File: src/rtl/riscv_ctrl_pkg.sv
// Shared constants, state encoding and decode payload for the multi-cycle RV32I control unit.
package riscv_ctrl_pkg;

  localparam int unsigned XLEN  = 32;
  localparam int unsigned CNT_W = 4;

  localparam logic [6:0] OP_R      = 7'b0110011;
  localparam logic [6:0] OP_I      = 7'b0010011;
  localparam logic [6:0] OP_LOAD   = 7'b0000011;
  localparam logic [6:0] OP_STORE  = 7'b0100011;
  localparam logic [6:0] OP_BRANCH = 7'b1100011;
  localparam logic [6:0] OP_JALR   = 7'b1100111;
  localparam logic [6:0] OP_JAL    = 7'b1101111;
  localparam logic [6:0] OP_LUI    = 7'b0110111;
  localparam logic [6:0] OP_AUIPC  = 7'b0010111;

  localparam logic [6:0] F7_MULDIV = 7'b0000001;

  typedef enum logic [2:0] {
    IDLE   = 3'd0,
    FETCH  = 3'd1,
    DECODE = 3'd2,
    EXEC   = 3'd3,
    MEM    = 3'd4,
    MDWAIT = 3'd5,
    WB     = 3'd6,
    TRAP   = 3'd7
  } state_e;

  // alu_src bit indices
  localparam int unsigned AS_W     = 5;
  localparam int unsigned AS_R     = 0;
  localparam int unsigned AS_I     = 1;
  localparam int unsigned AS_S     = 2;
  localparam int unsigned AS_LUI   = 3;
  localparam int unsigned AS_AUIPC = 4;

  // mem_to_reg bit indices
  localparam int unsigned MR_W    = 3;
  localparam int unsigned MR_ALU  = 0;
  localparam int unsigned MR_LOAD = 1;
  localparam int unsigned MR_PC4  = 2;

  // alu_control bit indices
  localparam int unsigned AC_W     = 7;
  localparam int unsigned AC_R     = 0;
  localparam int unsigned AC_I     = 1;
  localparam int unsigned AC_LW    = 2;
  localparam int unsigned AC_SW    = 3;
  localparam int unsigned AC_LUI   = 4;
  localparam int unsigned AC_AUIPC = 5;
  localparam int unsigned AC_MD    = 6;

  // branch_control bit indices
  localparam int unsigned BC_W    = 3;
  localparam int unsigned BC_B    = 0;
  localparam int unsigned BC_JALR = 1;
  localparam int unsigned BC_JAL  = 2;

  typedef struct packed {
    logic r;
    logic i;
    logic load;
    logic store;
    logic branch;
    logic jalr;
    logic jal;
    logic lui;
    logic auipc;
    logic muldiv;
  } iclass_t;

endpackage

File: src/rtl/mc_decode.sv
// Combinational instruction classifier: one-hot class plus an illegal flag.
module mc_decode
  import riscv_ctrl_pkg::*;
#(
  parameter bit ENABLE_M = 1'b1
) (
  input  logic [XLEN-1:0] ir,
  output iclass_t         cls_c,
  output logic            illegal_c
);

  logic [6:0] opcode;
  logic [6:0] funct7;
  logic       unused_ir_bits;

  assign opcode         = ir[6:0];
  assign funct7         = ir[31:25];
  assign unused_ir_bits = ^ir[24:7];

  always_comb begin
    cls_c     = '0;
    illegal_c = 1'b0;
    case (opcode)
      OP_R: begin
        // mul/div encodings are only legal when the M extension is built in
        if (funct7 == F7_MULDIV) begin
          if (ENABLE_M) cls_c.muldiv = 1'b1;
          else          illegal_c    = 1'b1;
        end else begin
          cls_c.r = 1'b1;
        end
      end
      OP_I:      cls_c.i      = 1'b1;
      OP_LOAD:   cls_c.load   = 1'b1;
      OP_STORE:  cls_c.store  = 1'b1;
      OP_BRANCH: cls_c.branch = 1'b1;
      OP_JALR:   cls_c.jalr   = 1'b1;
      OP_JAL:    cls_c.jal    = 1'b1;
      OP_LUI:    cls_c.lui    = 1'b1;
      OP_AUIPC:  cls_c.auipc  = 1'b1;
      default:   illegal_c    = 1'b1;
    endcase
  end

endmodule

File: src/rtl/mc_controller.sv
// Multi-cycle RV32I control FSM: fetch over req/ack, decode IR, sequence memory and mul/div waits.
module mc_controller
  import riscv_ctrl_pkg::*;
#(
  parameter bit          ENABLE_M      = 1'b1,
  parameter int unsigned MULDIV_CYCLES = 4
) (
  input  logic             clk,
  input  logic             rst,
  output logic             imem_req,
  input  logic             imem_ack,
  input  logic [XLEN-1:0]  instr,
  output logic             dmem_req,
  output logic             dmem_we,
  input  logic             dmem_ack,
  output logic             ir_we,
  output logic             pc_we,
  output logic             reg_write,
  output logic             md_start,
  output logic [AS_W-1:0]  alu_src,
  output logic [MR_W-1:0]  mem_to_reg,
  output logic [AC_W-1:0]  alu_control,
  output logic [BC_W-1:0]  branch_control,
  output logic             illegal,
  output logic [2:0]       state
);

  state_e           state_q, state_d;
  logic [XLEN-1:0]  ir_q, ir_d;
  logic [CNT_W-1:0] cnt_q, cnt_d;
  iclass_t          cls;
  logic             dec_illegal;
  logic             dec_active;

  mc_decode #(.ENABLE_M(ENABLE_M)) u_decode (
    .ir        (ir_q),
    .cls_c     (cls),
    .illegal_c (dec_illegal)
  );

  always_ff @(posedge clk or posedge rst) begin
    if (rst) begin
      state_q <= IDLE;
      ir_q    <= '0;
      cnt_q   <= '0;
    end else begin
      state_q <= state_d;
      ir_q    <= ir_d;
      cnt_q   <= cnt_d;
    end
  end

  // Next state plus request/pulse outputs, combinational from state and acks
  always_comb begin
    state_d   = state_q;
    ir_d      = ir_q;
    cnt_d     = cnt_q;
    imem_req  = 1'b0;
    ir_we     = 1'b0;
    dmem_req  = 1'b0;
    dmem_we   = 1'b0;
    pc_we     = 1'b0;
    reg_write = 1'b0;
    md_start  = 1'b0;
    illegal   = 1'b0;
    case (state_q)
      IDLE: state_d = FETCH;
      FETCH: begin
        imem_req = 1'b1;
        if (imem_ack) begin
          ir_we   = 1'b1;
          ir_d    = instr;
          state_d = DECODE;
        end
      end
      DECODE: state_d = dec_illegal ? TRAP : EXEC;
      EXEC: begin
        if (cls.load || cls.store) begin
          state_d = MEM;
        end else if (cls.branch) begin
          pc_we   = 1'b1;
          state_d = FETCH;
        end else if (cls.muldiv) begin
          md_start = 1'b1;
          cnt_d    = CNT_W'(MULDIV_CYCLES);
          state_d  = MDWAIT;
        end else begin
          state_d = WB;
        end
      end
      MEM: begin
        dmem_req = 1'b1;
        dmem_we  = cls.store;
        if (dmem_ack) begin
          if (cls.store) begin
            pc_we   = 1'b1;
            state_d = FETCH;
          end else begin
            state_d = WB;
          end
        end
      end
      MDWAIT: begin
        cnt_d = cnt_q - CNT_W'(1);
        if (cnt_q == CNT_W'(1)) state_d = WB;
      end
      WB: begin
        reg_write = 1'b1;
        pc_we     = 1'b1;
        state_d   = FETCH;
      end
      TRAP:    illegal = 1'b1;
      default: state_d = IDLE;
    endcase
  end

  assign dec_active = (state_q inside {DECODE, EXEC, MEM, MDWAIT, WB});

  // Datapath steering from the latched IR, quiet outside the decode window
  always_comb begin
    alu_src        = '0;
    mem_to_reg     = '0;
    alu_control    = '0;
    branch_control = '0;
    if (dec_active) begin
      alu_src[AS_R]        = cls.r | cls.muldiv;
      alu_src[AS_I]        = cls.i | cls.load;
      alu_src[AS_S]        = cls.store;
      alu_src[AS_LUI]      = cls.lui;
      alu_src[AS_AUIPC]    = cls.auipc;
      mem_to_reg[MR_ALU]   = cls.r | cls.i | cls.lui | cls.auipc | cls.muldiv;
      mem_to_reg[MR_LOAD]  = cls.load;
      mem_to_reg[MR_PC4]   = cls.jal | cls.jalr;
      alu_control[AC_R]    = cls.r;
      alu_control[AC_I]    = cls.i;
      alu_control[AC_LW]   = cls.load;
      alu_control[AC_SW]   = cls.store;
      alu_control[AC_LUI]  = cls.lui;
      alu_control[AC_AUIPC]= cls.auipc;
      alu_control[AC_MD]   = cls.muldiv;
      branch_control[BC_B]    = cls.branch;
      branch_control[BC_JALR] = cls.jalr;
      branch_control[BC_JAL]  = cls.jal;
    end
  end

  assign state = state_q;

endmodule
File: config.mk
export PLATFORM = sky130hd
export DESIGN_NAME = mc_controller
export DESIGN_NICKNAME = d
export VERILOG_FILES = /design/src/rtl/riscv_ctrl_pkg.sv /design/src/rtl/mc_decode.sv /design/src/rtl/mc_controller.sv
export SDC_FILE = /design/constraint.sdc
export NUM_CORES = 1
export LEC_CHECK = 0
export ABC_AREA = 1
export CORE_MARGIN = 5
export CORE_UTILIZATION = 39
export CTS_CLUSTER_DIAMETER = 150
export CTS_CLUSTER_SIZE = 24
export DETAILED_ROUTE_END_ITERATION = 6
export PLACE_DENSITY = 0.68
export SETUP_SLACK_MARGIN = 0.4
export SYNTH_ARGS = -nofsm -noshare
export SYNTH_HDL_FRONTEND = slang
export SYNTH_HIERARCHICAL = 1
export SYNTH_SLANG_ARGS = --single-unit
File: constraint.sdc
create_clock -name clk -period 2.8 [get_ports clk]
set_clock_uncertainty 0.1 [all_clocks]
set_input_delay 0.56 -clock clk [delete_from_list [all_inputs] [get_ports clk]]
set_output_delay 0.56 -clock clk [all_outputs]
set_load 0.05 [all_outputs]
==> metrics.md, run 1 <==
| Metric | Value |
|---|---|
| Endpoint type of the worst setup path | output pin |
| Required time of the worst setup path | 2.14 ns |
| Final Cycle Share | 92.0% |
| Status | finished clean |
| Vias | 1616 |
| Place WS | between 0.4 and 0.5 ns |
| Met2 global-route usage | 23.1% |
| Busiest grt layer | met2 |
| Avg Inst Size Synth | roughly 6.5 sq um |
| Hold Crit Class | reg -> reg |
| CTS tree | done |
| Final ANT Viol Nets | 0 |
| Max Cap Violations | 0 |
| Chip Width | around 73 um |
| CP max-delay cell | dfrtp_1 |
| Initial antenna violation count | 0 |
| Die height | ~73 um |
| Internal | 0.426 mW |
| First-pass DRT Iterations | 4 |
| Clock share of power | a little under two fifths |
| PnR worst setup slack | 0.225 ns |
| Synth Cell Area | approximately 1500 sq um |
| WP data arrival | roughly 1.9 ns |
| Via count of the first global-routing pass | roughly 1.4k |
| Worst-Skew Late Latency | roughly 0.26 ns |
| Initial Util | between 40 and 50% |
| Period minus WS final | roughly 2.6 ns |
| Switching part of the total power | between 10% and 20% |
| Area Growth Syn to Fin | 53.5% |
| DR WL/cell | ~11 um |
| Number of H-tree levels | 1 |
| Core Rows | 22 |
| HP Start | ir_q[26] |
| Met1 Use GR | 17.6% |
| Mapped Cells | between 200 and 250 |
| Final nets | around 340 |
| Comb power frac | 6.1% |
| Core area | approximately 3700 sq um |
| Die area | ~5300 sq um |
| Final Hold Viols | 0 |
| Setup TNS | 0 ns |
| Leakage | 1.26 nW |
| GRT Overall Usage | 14.0% |
| Num Clock Sinks | 21 |
| FF-to-FF End | state[1] |
| Sequential Power Share | a little under three fifths |
| Hold Path Depth | 2 |
| First-pass GRT wire length | 5970 um |
| Placer Congestion | 0.822 |
| Power per cell area | 223 nW/um^2 |
| RSZ-0062 raised after global routing | yes |
| Slowest stage delay, CP | roughly 0.4 ns |
| Actual slew at the worst max-slew pin | ~0.53 ns |
| Gr ovfl total | 0 |
| Post-Route WL | 3750 um |
| Reg2reg setup slack | between 0.8 and 0.9 ns |
| Fin. max-slew vios | 0 |
| Dpl cell area | between 2000 and 2500 sq um |
| Critical path class | reg -> out |
| I/O pins | 65 |
| CP Max Fanout | 4 |
| Root Buffer | clkbuf_8 |
| Worst setup SP type | flop |
| Worst rel slew slack | approximately two thirds |
| Final setup viols | 0 |
| Largest net degree at the start of global routing | 17 |
| Net Count, Synth | about 280 |
| Design area | ~2400 sq um |
| Commonest non-fill, non-tap cell in the layout | nand2_1 |
| Filler cells | about 340 |
| Port Buffers | 46 |
| Fmax | between 0.3 and 0.4 GHz |
| Number of CTS-inserted buffers | 3 |
| Worst Hold Endpoint | ir_q[26] |
| Fraction of layout cells with a size suffix above 1 | around 36% |
| Crit-path cells | inv_2 > nand2_2 > nor2_4 > inv_2 > nor4_2 > buf_4 > nand2_4 > nor2_4 > a21oi_2 > o31ai_2 > clkbuf_16 |
| Drt initial violations | 93 |
| Switch Pwr | slightly above 0.1 mW |
| Reg2reg start | ir_q[2] |
| Most frequent cells in the layout | nand2_1 (76), buf_4 (32), inv_1 (23), nor2_1 (23), clkdlybuf4s50_1 (20) |
| Maximum VDD drop | approximately 0.21 mV |
| # diodes | 0 |
| Worst reg2reg path depth | 14 |
| Worst-path clk slew | ~0.07 ns |
| Vias per cell | ~4.6 |
| Number of remaining DRC errors | 0 |
| Grt met3 use | between 2 and 2.5% |
| Detail Placement HPWL | about 2700 um |
| Yosys warning count | 6 |
| CTS max path bufs | 2 |
[layout make-up]
| class | count | area [sq um] | share of cell area [%] |
|---|---|---|---|
| inverter | 44 | 179 | 7.54 |
| multi-input combinational | 163 | 856 | 36.1 |
| sequential | 21 | 532 | 22.4 |
| clock buffer | 4 | 45.0 | 1.90 |
| tap | 48 | 60.1 | 2.53 |
| timing repair buffer | 70 | 702 | 29.6 |
[metrics by stage]
stage / cells / util (%) / hold slack, ns / total power, mW
3_5_place_dp: 325 / 54.7 / 0.367 / 0.342
5_1_grt: 350 / 63.4 / 0.403 / 0.553
3_3_place_gp: 325 / 54.7 / 0.365 / 0.342
6_report: 350 / 63.4 / 0.386 / 0.529
2_1_floorplan: 239 / - / 0.349 / 0.314
4_1_cts: 339 / 58.0 / 0.387 / 0.541
[how the worst max path moves through the flow]
stage,slack (ns),start,depth (start not counted),end
5_1_grt,0.11,ir_q[2],11,pc_we
6_report,0.23,ir_q[2],11,pc_we
3_3_place_gp,0.44,ir_q[2],11,pc_we
3_5_place_dp,0.45,ir_q[2],11,pc_we
2_1_floorplan,0.17,ir_q[2],9,pc_we
4_1_cts,0.22,ir_q[2],11,pc_we
[power groups by stage]
stage	Sequential, mW	Clock [mW]	Combinational (mW)
floorplan	0.309	0	0.00505
global placement	0.309	0	0.0327
detailed placement	0.309	0	0.0328
CTS	0.303	0.205	0.0327
global route	0.303	0.215	0.0355
finish	0.303	0.194	0.0322
[flip-flops by register name (all words and copies together), names as in the netlist]
register	cells
state	3
cnt_q	4
ir_q	14
[worst max-delay path: cells and delay by family (launching register included)]
| family | cells | cell delay, ns |
|---|---|---|
| compound gates | 2 | 0.15 |
| buf+inv | 4 | 0.52 |
| flops | 1 | 0.40 |
| simple gates | 5 | 0.59 |
[routing by layer]
| metal | vias to the layer above | wire length, um |
|---|---|---|
| li1 | 849 | - |
| met1 | 707 | 1630 |
| met2 | 51 | 1740 |
| met3 | 9 | 281 |
| met4 | 0 | 99 |
| met5 | - | 0 |
[repair_timing]
| item | CTS | global route |
|---|---|---|
| resized for setup | 6 | 38 |
| hold buffers | 0 | 0 |
| pin swaps | 2 | 9 |
| setup endpoints to repair | 10 | 17 |
| gates cloned | 0 | 0 |
| setup buffers | 10 | 11 |
(Power assumes the default switching activity.)
==> run 2: changes to the inputs <==
- DONT_BUFFER_PORTS: not set -> 1
- PLACE_DENSITY: 0.68 -> not set
- clock period: 2.8 -> 2.5 ns (I/O delays scaled with it)
==> run 2 against run 1 <==
Compared with the run above:
- cell area fell by 8.3%
- utilization fell by 5.2 points
- worst hold slack got worse by 0.23 ns
- die area did not move
- sequential share of layout area rose by 2.4 points
==> metrics.md, run 2 (same netlist as run 1, synthesis figures left out) <==
| Metric | Value |
|---|---|
| Area Growth Syn to Fin | 40.8% (was 53.5%) |
| Post-Route WL | 3600 um (was 3750 um) |
| Switching part of the total power | 20.6% (was 19.5%) |
| Power Total | 0.568 mW (was 0.529 mW) |
| CP Max Fanout | 4 (unchanged) |
| Reg2reg setup slack | 0.72 ns (was 0.89 ns) |
| Status | finished clean (unchanged) |
| Final ANT Viol Nets | 0 (unchanged) |
| Endpoint type of the worst setup path | output pin (unchanged) |
| Number of H-tree levels | 1 (unchanged) |
| Largest net degree at the start of global routing | 22 (was 17) |
| Worst setup SP type | flop (unchanged) |
| Filler cells | 367 (was 342) |
| Worst-path clk slew | 0.08 ns (was 0.07 ns) |
| Worst rel slew slack | 49.1% (was 64.7%) |
| Register with the most flip-flops | ir_q (unchanged) |
| Reg2reg start | ir_q[0] (was ir_q[2]) |
| First-pass GRT wire length | 5610 um (was 5970 um) |
| Fin. max-slew vios | 0 (unchanged) |
| Vias | 1461 (was 1616) |
| Port Buffers | 0 (was 46) |
| # diodes | 0 (unchanged) |
| Period minus WS final | 2.33 ns |
| Final setup viols | 0 (unchanged) |
| Chip Width | 73.0 um (unchanged) |
| Max reg flops | 14 (unchanged) |
| Final nets | 303 (was 341) |
| Place WS | 0.277 ns (was 0.449 ns) |
| Post-Place Cells | 288 (was 325) |
| Crit-path cells | inv_2 > nand2_2 > nor2_4 > inv_2 > nor4_4 > buf_4 > inv_1 > nand2_1 > o31ai_4 > buf_6 (was inv_2 > nand2_2 > nor2_4 > inv_2 > nor4_2 > buf_4 > nand2_4 > nor2_4 > a21oi_2 > o31ai_2 > clkbuf_16) |
| Buf+Inv Stages, Crit Path | 5 (was 4) |
| Final Hold Viols | 0 (unchanged) |
| Comb power frac | 1.3% (was 6.1%) |
| Actual slew at the worst max-slew pin | 0.763 ns (was 0.531 ns) |
| Sequential Power Share | 59.7% (was 57.3%) |
| Worst-Skew Late Latency | 0.26 ns (about the same) |
| Number of CTS-inserted buffers | 3 (unchanged) |
| Power per cell area | 261 nW/um^2 (was 223 nW/um^2) |
| Critical path class | reg -> out (unchanged) |
| Fraction of layout cells with a size suffix above 1 | 38.6% (was 35.8%) |
| Hold Crit Class | in -> async (was reg -> reg) |
| Drt initial violations | 95 (was 93) |
| First-pass DRT Iterations | 4 (unchanged) |
| Most common cell on crit path | inv_2 |
| Setup TNS | 0 ns (unchanged) |
| Fmax | around 0.43 GHz |
| Root Buffer | clkbuf_8 (unchanged) |
| Detail Placement HPWL | 2450 um (was 2700 um) |
| PnR worst setup slack | 0.173 ns (was 0.225 ns) |
| Initial antenna violation count | 0 (unchanged) |
| CTS max path bufs | 2 (unchanged) |
| CTS tree | done (unchanged) |
| WP data arrival | 1.73 ns (was 1.91 ns) |
| Clock share of power | 39.0% (was 36.7%) |
| Number of remaining DRC errors | 0 (unchanged) |
| GRT Overall Usage | 13.3% (was 14.0%) |
| Required time of the worst setup path | 1.90 ns (was 2.14 ns) |
| DR WL/cell | 11.5 um (was 10.7 um) |
| Hold WS | 0.160 ns (was 0.386 ns) |
| Max Cap Violations | 0 (unchanged) |
| RSZ-0062 raised after global routing | yes (unchanged) |
| CP max-delay cell | dfrtp_1 (unchanged) |
| Num Clock Sinks | 21 (unchanged) |
| Design area | 2180 sq um (was 2370 sq um) |
| Die height | 73.0 um (unchanged) |
| Initial Util | 41.3% (unchanged) |
| Vias per cell | 4.68 (was 4.62) |
| I/O pins | 65 (unchanged) |
| CP top delay family | buffers and inverters (was simple AND/OR/NAND/NOR gates) |
| Dpl cell area | 1680 sq um (was 2050 sq um) |
| Final design utilization | 58.2% (was 63.4%) |
| Switch Pwr | 0.117 mW (was 0.103 mW) |
| Register area | 539 sq um (was 532 sq um) |
| Slowest stage delay, CP | 0.40 ns (about the same) |
| Core area | 3740 sq um (unchanged) |
| Multi-input logic area | 965 sq um (was 856 sq um) |
| Commonest non-fill, non-tap cell in the layout | nand2_1 (unchanged) |
| Via count of the first global-routing pass | 1298 (was 1411) |
| Internal | 0.451 mW (was 0.426 mW) |
| Core Rows | 22 (unchanged) |
| Maximum VDD drop | 0.286 mV (was 0.206 mV) |
| Final Cycle Share | about 93% |
| Hold-fix buffers, CTS | 0 (unchanged) |
| Gr ovfl total | 0 (unchanged) |
| Final cell count without fillers | 312 (was 350) |
| Placer Congestion | 0.738 (was 0.822) |
| Leakage | 1.12 nW (was 1.26 nW) |
| Worst setup startpoint | ir_q[2] (unchanged) |
| Most frequent cells in the layout | nand2_1 (74), nor2_1 (24), buf_4 (21) (was nand2_1 (76), buf_4 (32), inv_1 (23), nor2_1 (23), clkdlybuf4s50_1 (20)) |
| Die area | 5320 sq um (unchanged) |
==> run 2: final timing paths <==
| kind | depth (start not counted) | endpoint |
|---|---|---|
| min in group clk | 2 | ir_q[26] |
| hold / removal | 1 | ir_q[25] |
| setup / recovery | 10 | pc_we |
| setup reg to reg | 10 | cnt_q[0] |
| max in group asynchronous | 1 | state[1] |
| hold reg to reg | 2 | ir_q[26] |
==> run 2: per-layer routing <==
metal / GRT usage (%) / share of wire [%]
met2: 23.1 / 50
met5: 0 / 0
met3: 1.79 / 5.3
met1: 16.3 / 43
met4: 5.53 / 1.3
==> run 2: power by group through the flow <==
stage / registers [mW] / logic, mW / clock network, mW
after floorplan: 0.346 / 0.00566 / 0
after global placement: 0.346 / 0.00779 / 0
after detailed placement: 0.346 / 0.00778 / 0
after CTS: 0.339 / 0.00799 / 0.230
after global routing: 0.339 / 0.00901 / 0.242
final: 0.339 / 0.00720 / 0.222
==> run 2: layout make-up <==
class	instances	area share, %
multi-input combinational	164	44.3
sequential	21	24.8
timing repair buffer	31	14.3
inverter	44	11.8
tap	48	2.76
clock buffer	3	1.90
clock inverter	1	0.230
==> run 2: what timing repair did <==
action                                  4_1_cts  5_1_grt
endpoints found under the setup margin       23       23
resized for setup                            59       23
pin swaps                                     7        6
buffers inserted                             16        3
gates cloned                                  1        0
==> run 3: changes to the inputs <==
- ABC_CLOCK_PERIOD_IN_PS: not set -> 3000
- PLACE_DENSITY: not set -> 0.49
- clock period: 2.5 -> 3 ns (I/O delays scaled with it)
==> run 3 against run 2 <==
Compared with the run above:
- global-route usage up 0.93 points
- critical path depth down 5
- utilization down 11 points
- sequential share of layout area up 5.6 points
- flip-flop and latch count unchanged
- register-to-register slack better by 0.46 ns
- via count down 5.5%
- largest cell class unchanged
- cell area down 19%
- critical endpoint is now alu_src[2]
==> metrics.md, run 3 (same netlist as run 1, synthesis figures left out) <==
| Metric | Value |
|---|---|
| Worst-path clk slew | 0.08 ns (about the same) |
| Maximum VDD drop | 0.247 mV (was 0.286 mV) |
| Port Buffers | 0 (unchanged) |
| Register area | 539 sq um (unchanged) |
| Slowest stage delay, CP | 0.58 ns (was 0.40 ns) |
| Fraction of layout cells with a size suffix above 1 | 27.2% (was 38.6%) |
| Final Cycle Share | between 80% and 90% |
| Number of H-tree levels | 1 (unchanged) |
| Place WS | 0.338 ns (was 0.277 ns) |
| Drt initial violations | 42 (was 95) |
| DR WL/cell | 11.5 um (about the same) |
| Final ANT Viol Nets | 0 (unchanged) |
| Commonest non-fill, non-tap cell in the layout | nand2_1 (unchanged) |
| Largest net degree at the start of global routing | 22 (unchanged) |
| Most frequent cells in the layout | nand2_1 (79), inv_1 (25), nor2_1 (24) (was nand2_1 (74), nor2_1 (24), buf_4 (21)) |
| Dpl cell area | 1590 sq um (was 1680 sq um) |
| Num Clock Sinks | 21 (unchanged) |
| Leakage | 0.932 nW (was 1.12 nW) |
| Fmax | slightly below 0.4 GHz |
| Number of CTS-inserted buffers | 3 (unchanged) |
| Comb power frac | 1.3% (about the same) |
| Period minus WS final | about 2.5 ns |
| Hold WS | 0.276 ns (was 0.160 ns) |
| First-pass DRT Iterations | 4 (unchanged) |
| Final Hold Viols | 0 (unchanged) |
| Initial Util | 41.3% (unchanged) |
| Multi-input logic area | 825 sq um (was 965 sq um) |
| Post-Route WL | 3380 um (was 3600 um) |
| Final design utilization | 47.4% (was 58.2%) |
| Core area | 3740 sq um (unchanged) |
| Max reg flops | 14 (unchanged) |
| Hold-fix buffers, CTS | 0 (unchanged) |
| Via count of the first global-routing pass | 1417 (was 1298) |
| CP max-delay cell | dfrtp_4 (was dfrtp_1) |
| Sequential Power Share | 60.1% (was 59.7%) |
| Placer Congestion | 0.806 (was 0.738) |
| Critical path class | reg -> out (unchanged) |
| # diodes | 0 (unchanged) |
| Die area | 5320 sq um (unchanged) |
| I/O pins | 65 (unchanged) |
| Detail Placement HPWL | 2640 um (was 2450 um) |
| Chip Width | 73.0 um (unchanged) |
| Required time of the worst setup path | 2.30 ns (was 1.90 ns) |
| Power Total | 0.470 mW (was 0.568 mW) |
| WP data arrival | 1.83 ns (was 1.73 ns) |
| Final cell count without fillers | 294 (was 312) |
| Design area | 1770 sq um (was 2180 sq um) |
| GRT Overall Usage | 14.2% (was 13.3%) |
| Setup TNS | 0 ns (unchanged) |
| Clock share of power | 38.6% (was 39.0%) |
| Worst rel slew slack | 46.8% (was 49.1%) |
| CP Max Fanout | 12 (was 4) |
| PnR worst setup slack | 0.472 ns (was 0.173 ns) |
| Worst setup SP type | flop (unchanged) |
| CTS tree | done (unchanged) |
| Vias per cell | 4.70 (was 4.68) |
| Filler cells | 425 (was 367) |
| Root Buffer | clkbuf_8 (unchanged) |
| Register with the most flip-flops | ir_q (unchanged) |
| Buf+Inv Stages, Crit Path | 2 (was 5) |
| Gr ovfl total | 0 (unchanged) |
| Vias | 1381 (was 1461) |
| Area Growth Syn to Fin | 14.6% (was 40.8%) |
| Internal | 0.376 mW (was 0.451 mW) |
| Fin. max-slew vios | 0 (unchanged) |
| Worst-Skew Late Latency | 0.26 ns (about the same) |
| Actual slew at the worst max-slew pin | 0.798 ns (was 0.763 ns) |
| Power per cell area | 265 nW/um^2 (was 261 nW/um^2) |
| Post-Place Cells | 283 (was 288) |
| Final nets | 285 (was 303) |
| Switching part of the total power | 20.1% (was 20.6%) |
| Initial antenna violation count | 0 (unchanged) |
| CTS max path bufs | 2 (unchanged) |
| Endpoint type of the worst setup path | output pin (unchanged) |
| Switch Pwr | 0.0947 mW (was 0.117 mW) |
| Status | finished clean (unchanged) |
| Core Rows | 22 (unchanged) |
| CP top delay family | flip-flops (was buffers and inverters) |
| Crit-path cells | inv_2 > nand2_2 > nand3_4 > nand2_1 > clkinvlp_4 (was inv_2 > nand2_2 > nor2_4 > inv_2 > nor4_4 > buf_4 > inv_1 > nand2_1 > o31ai_4 > buf_6) |
| First-pass GRT wire length | 6070 um (was 5610 um) |
| Die height | 73.0 um (unchanged) |
| RSZ-0062 raised after global routing | yes (unchanged) |
| Hold Crit Class | in -> async (unchanged) |
| Final setup viols | 0 (unchanged) |
| Number of remaining DRC errors | 0 (unchanged) |
| Max Cap Violations | 0 (unchanged) |
run 3: changes by cell type in the layout (fill, tap and decap cells not counted), sizes merged:
cell,before,now
clkinv,3,2
nand3,17,16
buf,31,13
inv,34,41
clkinvlp,8,2
clkbuf,3,4
run 3: power by group through the flow:
stage | combinational (mW) | clock [mW] | sequential [mW]
6_report | 0.00606 | 0.181 | 0.283
5_1_grt | 0.00773 | 0.207 | 0.283
4_1_cts | 0.00660 | 0.194 | 0.283
3_5_place_dp | 0.00654 | 0 | 0.288
3_3_place_gp | 0.00632 | 0 | 0.288
2_1_floorplan | 0.00471 | 0 | 0.288
run 3: what timing repair did:
action,in CTS,in global routing
endpoints found under the setup margin,8,10
hold endpoints to repair,0,0
pin swaps,2,2
buffers inserted,2,5
resized for setup,12,18
run 3: layout make-up:
class	instances	share of cell area, %
clock buffer	3	2.33
clock inverter	1	0.282
inverter	44	11.3
multi-input combinational	163	46.5
sequential	21	30.4
tap	48	3.39
timing repair buffer	14	5.79
run 3: path summary, 6_finish.rpt:
path / start / end / slack [ns] / cells after the start
max in group asynchronous: rst / state[1] / 1.94 / 1
min in group clk: instr[28] / ir_q[28] / 0.35 / 2
worst min-delay path: rst / ir_q[26] / 0.28 / 1
worst max-delay path: state[1] / alu_src[2] / 0.47 / 5
worst min register to register: ir_q[27] / ir_q[27] / 0.39 / 2
worst max register to register: state[1] / ir_q[25] / 1.18 / 7
run 3: layer usage:
metal | GRT usage [%] | vias up | routed length [um]
met5 | 0 | - | 0
met4 | 5.94 | 0 | 58
met3 | 2.20 | 6 | 180
met2 | 24.5 | 38 | 1660
met1 | 17.4 | 612 | 1480
li1 | - | 725 | -
